[src/rtl/proc_pkg.sv]
// Shared definitions for the processor operand-fetch path.
// Contents:
//   ADDR_W   - register address width (8 registers)
//   op1_e    - major opcode field encodings
//   state_e  - operand-fetch FSM states
package proc_pkg;

  localparam int unsigned ADDR_W = 3;

  typedef enum logic [1:0] {
    OP1_LOAD  = 2'd0,
    OP1_STORE = 2'd1,
    OP1_IMM   = 2'd2,
    OP1_ALU   = 2'd3
  } op1_e;

  typedef enum logic [1:0] {
    StIdle  = 2'd0,
    StAddr  = 2'd1,
    StRead  = 2'd2,
    StValid = 2'd3
  } state_e;

endpackage

[src/rtl/src_decode.sv]
// Source-operand decode, purely combinational.
// Ports:
//   op1           - major opcode field
//   rd_rb, ra_op2 - register fields of the instruction
//   addr_a/addr_b - register-file read addresses for ports A and B
//   use_a/use_b   - port carries a meaningful operand
module src_decode #(
  parameter int unsigned ADDR_W = 3
) (
  input  logic [1:0]        op1,
  input  logic [ADDR_W-1:0] rd_rb,
  input  logic [ADDR_W-1:0] ra_op2,
  output logic [ADDR_W-1:0] addr_a,
  output logic [ADDR_W-1:0] addr_b,
  output logic              use_a,
  output logic              use_b
);
  import proc_pkg::*;

  // Port B always reads Rd_Rb (base or destination); port A is only
  // needed when the instruction has a second register source.
  always_comb begin
    addr_b = rd_rb;
    use_b  = 1'b1;
    addr_a = '0;
    use_a  = 1'b0;
    case (op1)
      OP1_STORE, OP1_ALU: begin
        addr_a = ra_op2;
        use_a  = 1'b1;
      end
      default: ;
    endcase
  end

endmodule

[src/rtl/read_address.sv]
// Operand fetch for the register-file read side.
// Decodes instruction fields into two read addresses, captures the read data
// (forwarding a same-cycle write-back) and presents the operand pair to the
// execute stage through a valid/ack handshake.
// Ports:
//   clock, reset_n                 - clock, async active-low reset
//   start, op1, Rd_Rb, Ra_op2      - fetch request and instruction fields
//   rf_read_add_a/b, rf_data_a/b   - register-file read port
//   wb_en, write_add, wb_data      - write-back port (commits at same edge)
//   operand_a/b, use_a/b, valid    - held operand pair to consumer
//   ack                            - consumer accepts operands
//   busy                           - fetch in progress (ADDR/READ)
module read_address #(
  parameter int unsigned WIDTH  = 16,
  parameter int unsigned ADDR_W = 3
) (
  input  logic              clock,
  input  logic              reset_n,
  input  logic              start,
  input  logic [1:0]        op1,
  input  logic [ADDR_W-1:0] Rd_Rb,
  input  logic [ADDR_W-1:0] Ra_op2,
  output logic [ADDR_W-1:0] rf_read_add_a,
  output logic [ADDR_W-1:0] rf_read_add_b,
  input  logic [WIDTH-1:0]  rf_data_a,
  input  logic [WIDTH-1:0]  rf_data_b,
  input  logic              wb_en,
  input  logic [ADDR_W-1:0] write_add,
  input  logic [WIDTH-1:0]  wb_data,
  output logic [WIDTH-1:0]  operand_a,
  output logic [WIDTH-1:0]  operand_b,
  output logic              use_a,
  output logic              use_b,
  output logic              valid,
  input  logic              ack,
  output logic              busy
);
  import proc_pkg::*;

  state_e state_q, state_d;

  logic [ADDR_W-1:0] addr_a_q, addr_b_q, dec_addr_a, dec_addr_b;
  logic              use_a_q, use_b_q, dec_use_a, dec_use_b;
  logic [WIDTH-1:0]  operand_a_q, operand_b_q, operand_a_d, operand_b_d;
  logic              accept, capture;
  logic              fwd_a, fwd_b;

  src_decode #(
    .ADDR_W (ADDR_W)
  ) u_src_decode (
    .op1    (op1),
    .rd_rb  (Rd_Rb),
    .ra_op2 (Ra_op2),
    .addr_a (dec_addr_a),
    .addr_b (dec_addr_b),
    .use_a  (dec_use_a),
    .use_b  (dec_use_b)
  );

  // State register
  always_ff @(posedge clock or negedge reset_n) begin
    if (!reset_n) begin
      state_q <= StIdle;
    end else begin
      state_q <= state_d;
    end
  end

  // Next-state logic
  always_comb begin
    state_d = state_q;
    unique case (state_q)
      StIdle:  if (start) state_d = StAddr;
      StAddr:  state_d = StRead;
      StRead:  state_d = StValid;
      StValid: if (ack) state_d = start ? StAddr : StIdle;
      default: state_d = StIdle;
    endcase
  end

  // FSM outputs
  always_comb begin
    valid   = (state_q == StValid);
    busy    = (state_q == StAddr) || (state_q == StRead);
    capture = (state_q == StRead);
    // A start in VALID only counts when the current pair is being consumed.
    accept  = start && ((state_q == StIdle) || ((state_q == StValid) && ack));
  end

  // The write lands in the register file at the capture edge, so the read
  // data is stale for that register; take the write data instead.
  always_comb begin
    fwd_a       = wb_en && (write_add == addr_a_q) && use_a_q;
    fwd_b       = wb_en && (write_add == addr_b_q) && use_b_q;
    operand_a_d = !use_a_q ? '0 : (fwd_a ? wb_data : rf_data_a);
    operand_b_d = !use_b_q ? '0 : (fwd_b ? wb_data : rf_data_b);
  end

  always_ff @(posedge clock or negedge reset_n) begin
    if (!reset_n) begin
      addr_a_q    <= '0;
      addr_b_q    <= '0;
      use_a_q     <= 1'b0;
      use_b_q     <= 1'b0;
      operand_a_q <= '0;
      operand_b_q <= '0;
    end else begin
      if (accept) begin
        addr_a_q <= dec_addr_a;
        addr_b_q <= dec_addr_b;
        use_a_q  <= dec_use_a;
        use_b_q  <= dec_use_b;
      end
      if (capture) begin
        operand_a_q <= operand_a_d;
        operand_b_q <= operand_b_d;
      end
    end
  end

  assign rf_read_add_a = addr_a_q;
  assign rf_read_add_b = addr_b_q;
  assign use_a         = use_a_q;
  assign use_b         = use_b_q;
  assign operand_a     = operand_a_q;
  assign operand_b     = operand_b_q;

endmodule
[config.mk]
export PLATFORM = sky130hd
export DESIGN_NAME = read_address
export DESIGN_NICKNAME = d
export VERILOG_FILES = /design/src/rtl/proc_pkg.sv /design/src/rtl/src_decode.sv /design/src/rtl/read_address.sv
export SDC_FILE = /design/constraint.sdc
export NUM_CORES = 1
export LEC_CHECK = 0
export CAP_MARGIN = 10
export CORE_MARGIN = 4
export CORE_UTILIZATION = 47
export DETAILED_ROUTE_END_ITERATION = 10
export GPL_ROUTABILITY_DRIVEN = 0
export PLACE_DENSITY = 0.86
export SKIP_LAST_GASP = 1
export SLEW_MARGIN = 20
export SYNTH_ARGS = -nofsm -noshare
export SYNTH_HDL_FRONTEND = slang
export SYNTH_SLANG_ARGS = --single-unit
[constraint.sdc]
create_clock -name clock -period 3.7 [get_ports clock]
set_clock_uncertainty 0.1 [all_clocks]
set_input_delay 0.555 -clock clock [delete_from_list [all_inputs] [get_ports clock]]
set_output_delay 0.555 -clock clock [all_outputs]
set_load 0.02 [all_outputs]
Word-level counts from Yosys, hierarchy flattened
Cells that the tools add are included.

Output and inout port bits: 42. Bits of input ports: 64. RAM bits: 0. Flip-flop bits (word level): 42. ROM bits: 0. Latch bits: 0. Logic and storage cells: 37. Memories: 0.

Bitwise logic cells: 0. $add $sub $neg: 0. Equal/unequal tests: 9. Order comparisons: 0. Muxes and demuxes: 10. Reduce and logical (&&, ||, !) cells: 11. Multiply operators: 0. Divide/modulo/power cells: 0. Shift operators: 0.

Operators by type and width (count): 16-bit 2-to-1 mux (4); 2-bit case mux with 4 select lines (1); 2-bit == test, second input constant (3); 3-bit == test (2); 1-bit logical AND (6); 2-bit by 1-bit == test with 1-bit output, second input constant (2); 2-bit 2-to-1 mux (2); 3-bit 2-to-1 mux (1); 2-bit zero test (1); 1-bit logical OR (2); 1-bit 2-to-1 mux (2); 2-bit by 1-bit != test with 1-bit output, second input constant (1); 2-bit != test, second input constant (1); 2-bit AND reduction (1); 2-bit OR reduction (1).

Depth between registers and ports, before layout
Gate-level depths: netlist (run 1).

Depth after elaboration: 5. Mapped depth: 7. Gate-level depth less buffers: 5.

Hierarchy
From an unflattened synthesis (run 1), not the netlist that was laid out.

Cells, all modules: 274. Area total of the unflattened synthesis: 2655.0 µm².

By module, submodules not included: read_address (area an instance 2598.7 µm², sequential area each 1051.0 µm², cells each 265, times used 1); src_decode (area an instance 56.3 µm², sequential area each 0.0 µm², cells each 9, times used 1).

Worst setup path before layout (run 1)
No wires, ideal clock.

Path kind: reg-to-reg. Start point: reg state_q[0]. End point: reg operand_a_q[10] (netlist: operand_a[10]). Setup time: 145 ps. Arrival time: 1681 ps. Stages on the path, launching flop included: 7. Required time: 3455 ps. Setup slack: 1774 ps. Cell sequence: dfrtp_1 inv_1 ha_1 buf_2 clkbuf_1 clkbuf_1 o221ai_2.

Cells in the longest elaborated chain, start to end: 1.

Ends and longest elaborated chain: start: declaration (line read_address.sv:40) `state_e state_q, state_d;`; start signal: assignment (line read_address.sv:63) `state_q <= StIdle;`; start signal: assignment (line read_address.sv:65) `state_q <= state_d;`; 2-bit == test (line read_address.sv:85) `capture = (state_q == StRead);`; end signal: assignment (line read_address.sv:115) `operand_a_q <= operand_a_d;`; end: declaration (line read_address.sv:44) `logic [WIDTH-1:0] operand_a_q, operand_b_q, operand_a_d, operand_b_d;`.

No other way between the ends. A chain may end at the register's enable or synchronous reset.

Worst setup path in the final report (run 1)
Start point: reg use_a_q (netlist: use_a). End point: reg operand_a_q[3] (netlist: operand_a[3]).

Cells in the longest elaborated chain, start to end: 3.

Ends and longest elaborated chain: start: declaration (line read_address.sv:43) `logic use_a_q, use_b_q, dec_use_a, dec_use_b;`; start signal: assignment (line read_address.sv:111) `use_a_q <= dec_use_a;`; 1-bit logical AND (line read_address.sv:93) `fwd_a = wb_en && (write_add == addr_a_q) && use_a_q;`; 16-bit 2-to-1 mux (line read_address.sv:95) `operand_a_d = !use_a_q ? '0 : (fwd_a ? wb_data : rf_data_a);`; 16-bit 2-to-1 mux (*) (line read_address.sv:95).

Every way passes the cells marked *; elsewhere a longest branch is shown, timed or not.

==> results of run 1 <==
-- critical path, stage by stage, from the launching register on --
cell and delay (ns):
dfrtp_1 0.67, nand2_1 0.50, or4_1 1.01, o221ai_1 0.38
-- registers in the layout, indices dropped and copies added, names as in the netlist --
| register | count |
|---|---|
| rf_read_add_a | 3 |
| operand_b | 16 |
| use_a | 1 |
| state_q | 2 |
| rf_read_add_b | 3 |
| operand_a | 16 |
| use_b | 1 |
-- per-stage QoR --
stage | instances | area [sq um] | hold WS, ns
after global routing | 431 | 3740 | 0.387
after floorplan | 271 | 2610 | 0.159
after CTS | 431 | 3740 | 0.352
final | 431 | 3740 | 0.313
after global placement | 424 | 3660 | 0.377
after detailed placement | 424 | 3670 | 0.387
-- where the power goes --
part | total (uW) | switching (uW) | leakage (uW) | internal [uW]
Clock | 288 | 158 | 0.0000383 | 130
Sequential | 856 | 172 | 0.000528 | 683
Combinational | 1940 | 1070 | 0.00101 | 867
Total | 3090 | 1410 | 0.00158 | 1680
-- routing by layer --
layer  part of all wire (%)  wire [microns]  global-route usage, %  vias up
li1                       -               -                      -     1182
met1                     41            3250                   31.7     1250
met2                     48            3750                   38.7      121
met3                    9.5             749                   7.81       14
met4                    1.5             118                   6.05        0
met5                      0               0                      0        -
-- layout by cell type (no fill, tap or decap), types with 2 or more instances in the layout --
cell / n
buf_4: 6
xor2_1: 5
o41ai_1: 32
and3_1: 32
dfrtp_1: 42
inv_1: 37
ha_1: 3
nand2_1: 39
and2_1: 2
mux2i_1: 3
clkdlybuf4s50_1: 103
clkbuf_8: 5
o221ai_1: 12
o221ai_2: 20
mux2_2: 5
nand2b_1: 3
clkbuf_1: 2
or4_1: 2
-- cell usage after synthesis --
cell type,n,area (sq um)
o221ai_2,20,300
xor2_1,6,52.6
nor2_1,1,3.75
a31o_2,1,8.76
inv_1,37,139
buf_2,5,25.0
and2_1,2,12.5
nand2_1,39,146
a21o_1,1,7.51
buf_6,2,22.5
clkbuf_1,20,75.1
o221ai_1,12,105
and3_1,32,200
mux2_2,5,56.3
o31ai_1,1,7.51
ha_1,4,50.1
nand2b_1,3,18.8
or4_1,2,15.0
a21oi_1,1,5.00
mux2i_1,3,30.0
dfrtp_1,42,1050
o41ai_1,32,280
-- kinds of logic (layout without fill, tap and decap cells) --
logic type	count (synthesis)	count (layout)
compound gates	68	68
xor+xnor	6	6
fa+ha+maj	4	4
buf+inv	64	154
flops	42	42
mux	8	8
simple gates	79	79
-- final cells by class --
cell class	count	area share (%)
Sequential cell	42	28.1
Tap cell	70	2.34
Clock buffer	7	2.04
Inverter	37	3.71
Multi-Input combinational cell	165	35.0
Timing Repair Buffer	110	28.9
-- worst paths after layout --
kind	cells past startpoint	from	slack (ns)	endpoint
setup / recovery	3	use_a	0.93	operand_a[3]
hold / removal	1	reset_n	0.31	operand_b[1]
setup reg to reg	3	use_a	0.93	operand_a[3]
hold reg to reg	1	state_q[0]	0.40	state_q[0]
max in group asynchronous	1	reset_n	2.59	operand_a[7]
min in group clock	1	state_q[0]	0.40	state_q[0]
==> flow_metrics.env, run 1 <==
export IMPL_end_kind="flip-flop"
export IMPL_slew_headroom_pct=35.1
export IMPL_ios=106
export IMPL_period_share_pct=75.0
export IMPL_synth_fa_ha_area_share_pct=1.92
export IMPL_cp_arrival_ns=2.86
export IMPL_vdd_drop_max_v=0.000642
export IMPL_place_ws_ns=0.701
export IMPL_p_total_uw=3090
export IMPL_cts_sinks=42
export IMPL_area_growth_pct=43.3
export IMPL_drtPass1Iterations=5
export IMPL_drive_gt1_share_pct=11.1
export IMPL_setup_viol=0
export IMPL_avgSynthCellArea_sq_um=9.64
export IMPL_drcViolationCount=0
export IMPL_seq_area_frac_synth_pct=40.2
export IMPL_synth_top_family_by_area="compound AO/OA/AOI/OAI gates"
export IMPL_diodes=0
export IMPL_fillers=391
export IMPL_netlist_cell_type_count=22
export IMPL_muxShareOfSynthArea_pct=3.30
export IMPL_io_buffers=104
export IMPL_ys_warn_count=0
export IMPL_regArea_sq_mm=0.00105
export IMPL_grt_overflow=0
export IMPL_antenna_found_initial=0
export IMPL_grt_max_degree=65
export IMPL_fp_dieH_microns=82.6
export IMPL_multi_input_area_sq_mm=0.00131
export IMPL_startpoint_type="flip-flop"
export IMPL_postCtsResizedCells=0
export IMPL_clock_latency_ns=0.30
export IMPL_grt_first_pass_wirelength_microns=12600
export IMPL_cts_max_level=2
export IMPL_tns_ns=0
export IMPL_cts_buffers_inserted=5
export IMPL_cts_setup_buffers=0
export IMPL_num_vias=2567
export IMPL_synth_xor_area_share_pct=2.01
export IMPL_maxCapViolations=0
export IMPL_path_max_fanout=20
export IMPL_die_w_microns=82.6
export IMPL_grt_use_total_pct=24.2
export IMPL_syn_num_nets=339
export IMPL_start_util_pct=49.9
export IMPL_via_per_inst=5.96
export IMPL_synth_compound_area_share_pct=27.3
export IMPL_rsz0062_at_grt="no"
export IMPL_syn_cell_area_sq_mm=0.00261
export IMPL_worstMarginPinSlew_ns=0.973
export IMPL_power_density_mw_per_mm2=824
export IMPL_maxSlewViolCount=0
export IMPL_clk_pin_slew_ns=0.08
export IMPL_required_ns=3.78
export IMPL_die_area_sq_mm=0.00682
export IMPL_core_area_sq_mm=0.00524
export IMPL_outcome="complete, no violations"
export IMPL_post_dp_hpwl_microns=5570
export IMPL_utilization_pct=71.5
export IMPL_rows=26
export IMPL_hold_path_class="input port to asynchronous set/reset pin"
export IMPL_synth_seq_cells=42
export IMPL_ctsHoldBuffers=0
export IMPL_wl_per_cell_microns=18.3
export IMPL_cts_tree="yes"
export IMPL_clockBufferDepth=2
export IMPL_ant_nets=0
export IMPL_path_class="flip-flop to flip-flop"
export IMPL_num_nets_final=429
export IMPL_synthSimpleGateAreaFrac_pct=15.2
export IMPL_drt_wl_total_microns=7870
export IMPL_finalHoldViolations=0
export IMPL_period_minus_slack_ns=2.77
export IMPL_cts_root_buf="clkbuf_8"
export IMPL_synthCells=271
export IMPL_max_freq_mhz=360
export IMPL_drt_iter0_markers=256
export IMPL_grt_pass1_vias=2509
export IMPL_p_leak_uw=0.00158
export IMPL_fin_ws_ns=0.926
Note: power is estimated with default switching activity, not from simulation.
==> run 2, diff against run 1 <==
--- a/config.mk
+++ b/config.mk
@@ -7,10 +7,10 @@
 export LEC_CHECK = 0
 export CAP_MARGIN = 10
 export CORE_MARGIN = 4
-export CORE_UTILIZATION = 47
+export CORE_UTILIZATION = 44
 export DETAILED_ROUTE_END_ITERATION = 10
 export GPL_ROUTABILITY_DRIVEN = 0
-export PLACE_DENSITY = 0.86
+export PLACE_DENSITY = 0.82
 export SKIP_LAST_GASP = 1
 export SLEW_MARGIN = 20
 export SYNTH_ARGS = -nofsm -noshare
==> constraint.sdc (replaced) <==
create_clock -name clock -period 2.64 [get_ports clock]
set_clock_uncertainty 0.1 [all_clocks]
set_input_delay 0.396 -clock clock [delete_from_list [all_inputs] [get_ports clock]]
set_output_delay 0.396 -clock clock [all_outputs]
set_load 0.02 [all_outputs]
==> flow_metrics.env, run 2 (synthesis results as in run 1) <==
export IMPL_holdWs_ns=-0.0169
export IMPL_start_util_pct=46.3
export IMPL_post_dp_hpwl_microns=5700
export IMPL_path_max_fanout=4
export IMPL_clock_latency_ns=0.29
export IMPL_cts_tree="yes"
export IMPL_hold_path_class="input port to asynchronous set/reset pin"
export IMPL_wl_per_cell_microns=17.5
export IMPL_grt_max_degree=43
export IMPL_max_freq_mhz=459
export IMPL_rows=27
export IMPL_route_met3_wl_microns=744
export IMPL_startpoint_type="flip-flop"
export IMPL_clockBufferDepth=2
export IMPL_cts_root_buf="clkbuf_8"
export IMPL_ios=106
export IMPL_postCtsResizedCells=0
export IMPL_wl_met2_microns=3740
export IMPL_via_per_inst=5.74
export IMPL_drcViolationCount=0
export IMPL_end_kind="primary output"
export IMPL_final_cell_mix="103 x clkdlybuf4s50_1, 42 x dfrtp_1, 39 x nand2_1"
export IMPL_maxCapViolations=0
export IMPL_cts_setup_buffers=0
export IMPL_slew_headroom_pct=58.1
export IMPL_cts_max_level=2
export IMPL_cts_buffers_inserted=5
export IMPL_ant_nets=0
export IMPL_num_nets_final=436
export IMPL_antenna_found_initial=0
export IMPL_power_density_mw_per_mm2=1150
export IMPL_drt_iter0_markers=151
export IMPL_dp_cells=433
export IMPL_p_leak_uw=0.00162
export IMPL_core_area_sq_mm=0.00564
export IMPL_ctsHoldBuffers=0
export IMPL_top_layer="met4"
export IMPL_tns_ns=0
export IMPL_setup_viol=0
export IMPL_grt_overflow=0
export IMPL_period_minus_slack_ns=2.18
export IMPL_required_ns=2.14
export IMPL_drtPass1Iterations=5
export IMPL_grt_use_total_pct=22.0
export IMPL_die_w_microns=85.1
export IMPL_grt_first_pass_wirelength_microns=13000
export IMPL_diodes=0
export IMPL_area_growth_pct=45.8
export IMPL_wl_met1_microns=3130
export IMPL_vdd_drop_max_v=0.000641
export IMPL_period_share_pct=82.6
export IMPL_path_class="flip-flop to primary output"
export IMPL_cp_arrival_ns=1.68
export IMPL_drt_wl_total_microns=7720
export IMPL_num_vias=2532
export IMPL_drive_gt1_share_pct=13.0
export IMPL_die_area_sq_mm=0.00723
export IMPL_clk_pin_slew_ns=0.08
export IMPL_fp_dieH_microns=85.1
export IMPL_grt_pass1_vias=2651
export IMPL_layout_cells_non_filler=441
export IMPL_worstMarginPinSlew_ns=0.628
export IMPL_layout_commonest_cell="clkdlybuf4s50_1"
export IMPL_outcome="finished with violations"
export IMPL_io_buffers=104
export IMPL_p_total_uw=4380
export IMPL_violations="hold timing"
export IMPL_cts_sinks=42
export IMPL_maxSlewViolCount=0
export IMPL_finalHoldViolations=42
export IMPL_rsz0062_at_grt="no"
## run 2: changes by cell type in the layout (fill, tap and decap cells not counted)
cell	delta
buf_2	-1
clkbuf_8	+1
clkinv_2	+1
xor2_2	-1
clkbuf_1	-1
buf_4	+8
xor2_1	+1
## run 2: area by class of cell
cell class | instances | area [sq um]
Fill cell | 466 | 1830
Multi-Input combinational cell | 165 | 1300
Timing Repair Buffer | 117 | 1140
Sequential cell | 42 | 1050
Inverter | 37 | 139
Tap cell | 72 | 90.1
Clock buffer | 7 | 86.3
Clock inverter | 1 | 5.00
## run 2: worst max-delay path, cell delays in order (launching register included)
cell,delay [ns]
dfrtp_1,0.38
inv_1,0.10
ha_1,0.30
clkdlybuf4s50_1,0.60
## run 2: path summary, 6_finish.rpt
check / from / endpoint / slack, ns / depth (start not counted)
min in group clock: state_q[0] / state_q[0] / 0.40 / 1
min reg2reg: state_q[0] / state_q[0] / 0.40 / 1
min: reset_n / rf_read_add_a[0] / -0.02 / 1
max reg2reg: state_q[0] / operand_a[2] / 0.73 / 5
max: state_q[0] / busy / 0.46 / 3
max in group asynchronous: reset_n / operand_b[7] / 2.09 / 1
## run 2: metrics by stage
step / instance area, sq um / setup slack [ns] / util [%]
6_report: 3810 / 0.459 / 67.5
5_1_grt: 3810 / 0.379 / 67.5
4_1_cts: 3810 / 0.452 / 67.5
3_5_place_dp: 3720 / 0.441 / 65.9
3_3_place_gp: 3720 / 0.485 / 65.9
2_1_floorplan: 2610 / 0.714 / -
## run 2: power by group
group          switching [uW]  leakage [uW]  internal [uW]  total (uW)
combinational            1510       0.00104           1250        2760
clock                     223     0.0000482            211         434
sequential                227      0.000528            957        1180
total                    1960       0.00162           2420        4380
## run 2: metal layers
metal / track usage (%) / vias to the layer above
met2: 36.5 / 122
met4: 5.47 / 0
met1: 27.9 / 1193
met3: 6.99 / 10
met5: 0 / -
li1: - / 1207
==> run 3, diff against run 2 <==
==> constraint.sdc (replaced) <==
create_clock -name clock -period 2.08 [get_ports clock]
set_clock_uncertainty 0.1 [all_clocks]
set_input_delay 0.312 -clock clock [delete_from_list [all_inputs] [get_ports clock]]
set_output_delay 0.312 -clock clock [all_outputs]
set_load 0.02 [all_outputs]
==> flow_metrics.env, run 3 (synthesis results as in run 1) <==
export IMPL_outcome="complete, no violations"
export IMPL_setup_viol=0
export IMPL_power_density_mw_per_mm2=1440
export IMPL_ios=106
export IMPL_fin_ws_ns=0.257
export IMPL_max_freq_mhz=549
export IMPL_p_int_uw=3090
export IMPL_drt_iter0_markers=125
export IMPL_diodes=0
export IMPL_drcViolationCount=0
export IMPL_end_kind="primary output"
export IMPL_grt_use_total_pct=21.4
export IMPL_die_w_microns=85.1
export IMPL_cp_top_family="buffers and inverters"
export IMPL_drive_gt1_share_pct=13.9
export IMPL_utilization_pct=68.4
export IMPL_place_ws_ns=-0.0285
export IMPL_clk_pin_slew_ns=0.07
export IMPL_area_growth_pct=47.8
export IMPL_power_frac_comb_pct=64.7
export IMPL_via_per_inst=5.74
export IMPL_antenna_found_initial=0
export IMPL_hold_path_class="flip-flop to flip-flop"
export IMPL_cp_cell_sequence="inv_1, ha_1, dlygate4sd2_1"
export IMPL_die_area_sq_mm=0.00723
export IMPL_core_area_sq_mm=0.00564
export IMPL_ant_nets=0
export IMPL_layout_commonest_cell="clkdlybuf4s50_1"
export IMPL_cpPeakStageDelay_ns=0.40
export IMPL_path_class="flip-flop to primary output"
export IMPL_cts_setup_buffers=0
export IMPL_drt_wl_total_microns=7750
export IMPL_slowest_stage="dfrtp_1"
export IMPL_maxCapViolations=0
export IMPL_startpoint_type="flip-flop"
export IMPL_vdd_drop_max_v=0.000924
export IMPL_cts_tree="yes"
export IMPL_clock_latency_ns=0.28
export IMPL_period_minus_slack_ns=1.82
export IMPL_finalHoldViolations=0
export IMPL_layout_cells_non_filler=447
export IMPL_p_leak_uw=0.00166
export IMPL_period_share_pct=87.6
export IMPL_slew_headroom_pct=61.6
export IMPL_num_nets_final=443
export IMPL_cp_arrival_ns=1.41
export IMPL_fp_dieH_microns=85.1
export IMPL_grt_overflow=0
export IMPL_cts_root_buf="clkbuf_8"
export IMPL_wl_per_cell_microns=17.3
export IMPL_num_vias=2566
export IMPL_worstMarginPinSlew_ns=0.575
export IMPL_clockBufferDepth=2
export IMPL_post_dp_hpwl_microns=5940
export IMPL_required_ns=1.67
export IMPL_crit_buf_inv=2
export IMPL_p_seq_share_pct=26.4
export IMPL_path_max_fanout=4
export IMPL_cts_max_level=2
export IMPL_final_cell_mix="101 x clkdlybuf4s50_1, 42 x dfrtp_1, 39 x nand2_1"
export IMPL_tns_ns=0
export IMPL_cts_buffers_inserted=5
export IMPL_dp_cells=439
export IMPL_cts_sinks=42
export IMPL_maxSlewViolCount=0
export IMPL_swShare_pct=44.3
export IMPL_grt_first_pass_wirelength_microns=12700
export IMPL_io_buffers=104
export IMPL_fillers=458
export IMPL_grt_max_degree=29
export IMPL_start_util_pct=46.3
export IMPL_drtPass1Iterations=4
export IMPL_rows=27
export IMPL_rsz0062_at_grt="no"
export IMPL_p_switching_uw=2460
export IMPL_grt_pass1_vias=2598
export IMPL_pwr_share_clk_pct=8.8
[run 3: cell count changes in the layout (fill, tap and decap cells not counted), sizes merged]
cell and change:
dlygate4sd3 +1, clkinv -1, dlymetal6s2s +1, dlygate4sd2 +1
buf +6, clkdlybuf4s50 -2
[run 3: stage by stage]
step           total power (uW)  area, sq um  hold slack, ns
4_1_cts                    5600         3860           0.413
2_1_floorplan              3640         2610         -0.0836
5_1_grt                    5940         3860           0.428
6_report                   5560         3860           0.405
3_5_place_dp               5110         3770           0.235
3_3_place_gp               5010         3770           0.221
[run 3: path summary, 6_finish.rpt]
kind | start | end | slack [ns] | cells after the start
setup / recovery | state_q[0] | busy | 0.26 | 3
hold / removal | state_q[0] | state_q[0] | 0.41 | 1
setup reg to reg | rf_read_add_b[2] | operand_b[11] | 0.32 | 4
hold reg to reg | state_q[0] | state_q[0] | 0.41 | 1
max in group asynchronous | reset_n | rf_read_add_a[0] | 0.74 | 3
min in group asynchronous | reset_n | operand_b[5] | 0.45 | 2
[run 3: worst register-to-register path, stage by stage, from the launching register on]
cell	delay, ns
dfrtp_1	0.41
xor2_1	0.18
buf_4	0.20
o41ai_1	0.50
o221ai_1	0.21
[run 3: cell type report]
type | count | area (sq um) | area share, %
multi-input cells | 165 | 1300 | 33.7
repair buffers | 124 | 1200 | 31.1
inverters | 37 | 139 | 3.60
flip-flops and latches | 42 | 1050 | 27.2
clock buffers | 7 | 76.3 | 1.98
well taps | 72 | 90.1 | 2.33
[run 3: repair_timing]
action                                  CTS  global route
gates resized for setup                   1             1
hold buffers                              1             0
gates cloned                              0             0
endpoints found under the hold margin    23             0
endpoints found under the setup margin    1             1
[run 3: layer usage]
metal / part of all wire (%) / wire (microns) / global-route usage, % / vias to the layer above
li1: - / - / - / 1213
met4: 2.0 / 153 / 6.04 / 0
met5: 0 / 0 / 0 / -
met1: 39 / 3020 / 26.8 / 1216
met2: 50 / 3840 / 35.5 / 121
met3: 9.5 / 733 / 6.70 / 16
[run 3: power by group through the flow]
stage,clock (uW),sequential [uW],combinational (uW)
6_report,491,1470,3600
2_1_floorplan,0,1900,1740
3_3_place_gp,0,1470,3540
4_1_cts,503,1470,3620
5_1_grt,539,1520,3880
3_5_place_dp,0,1490,3620
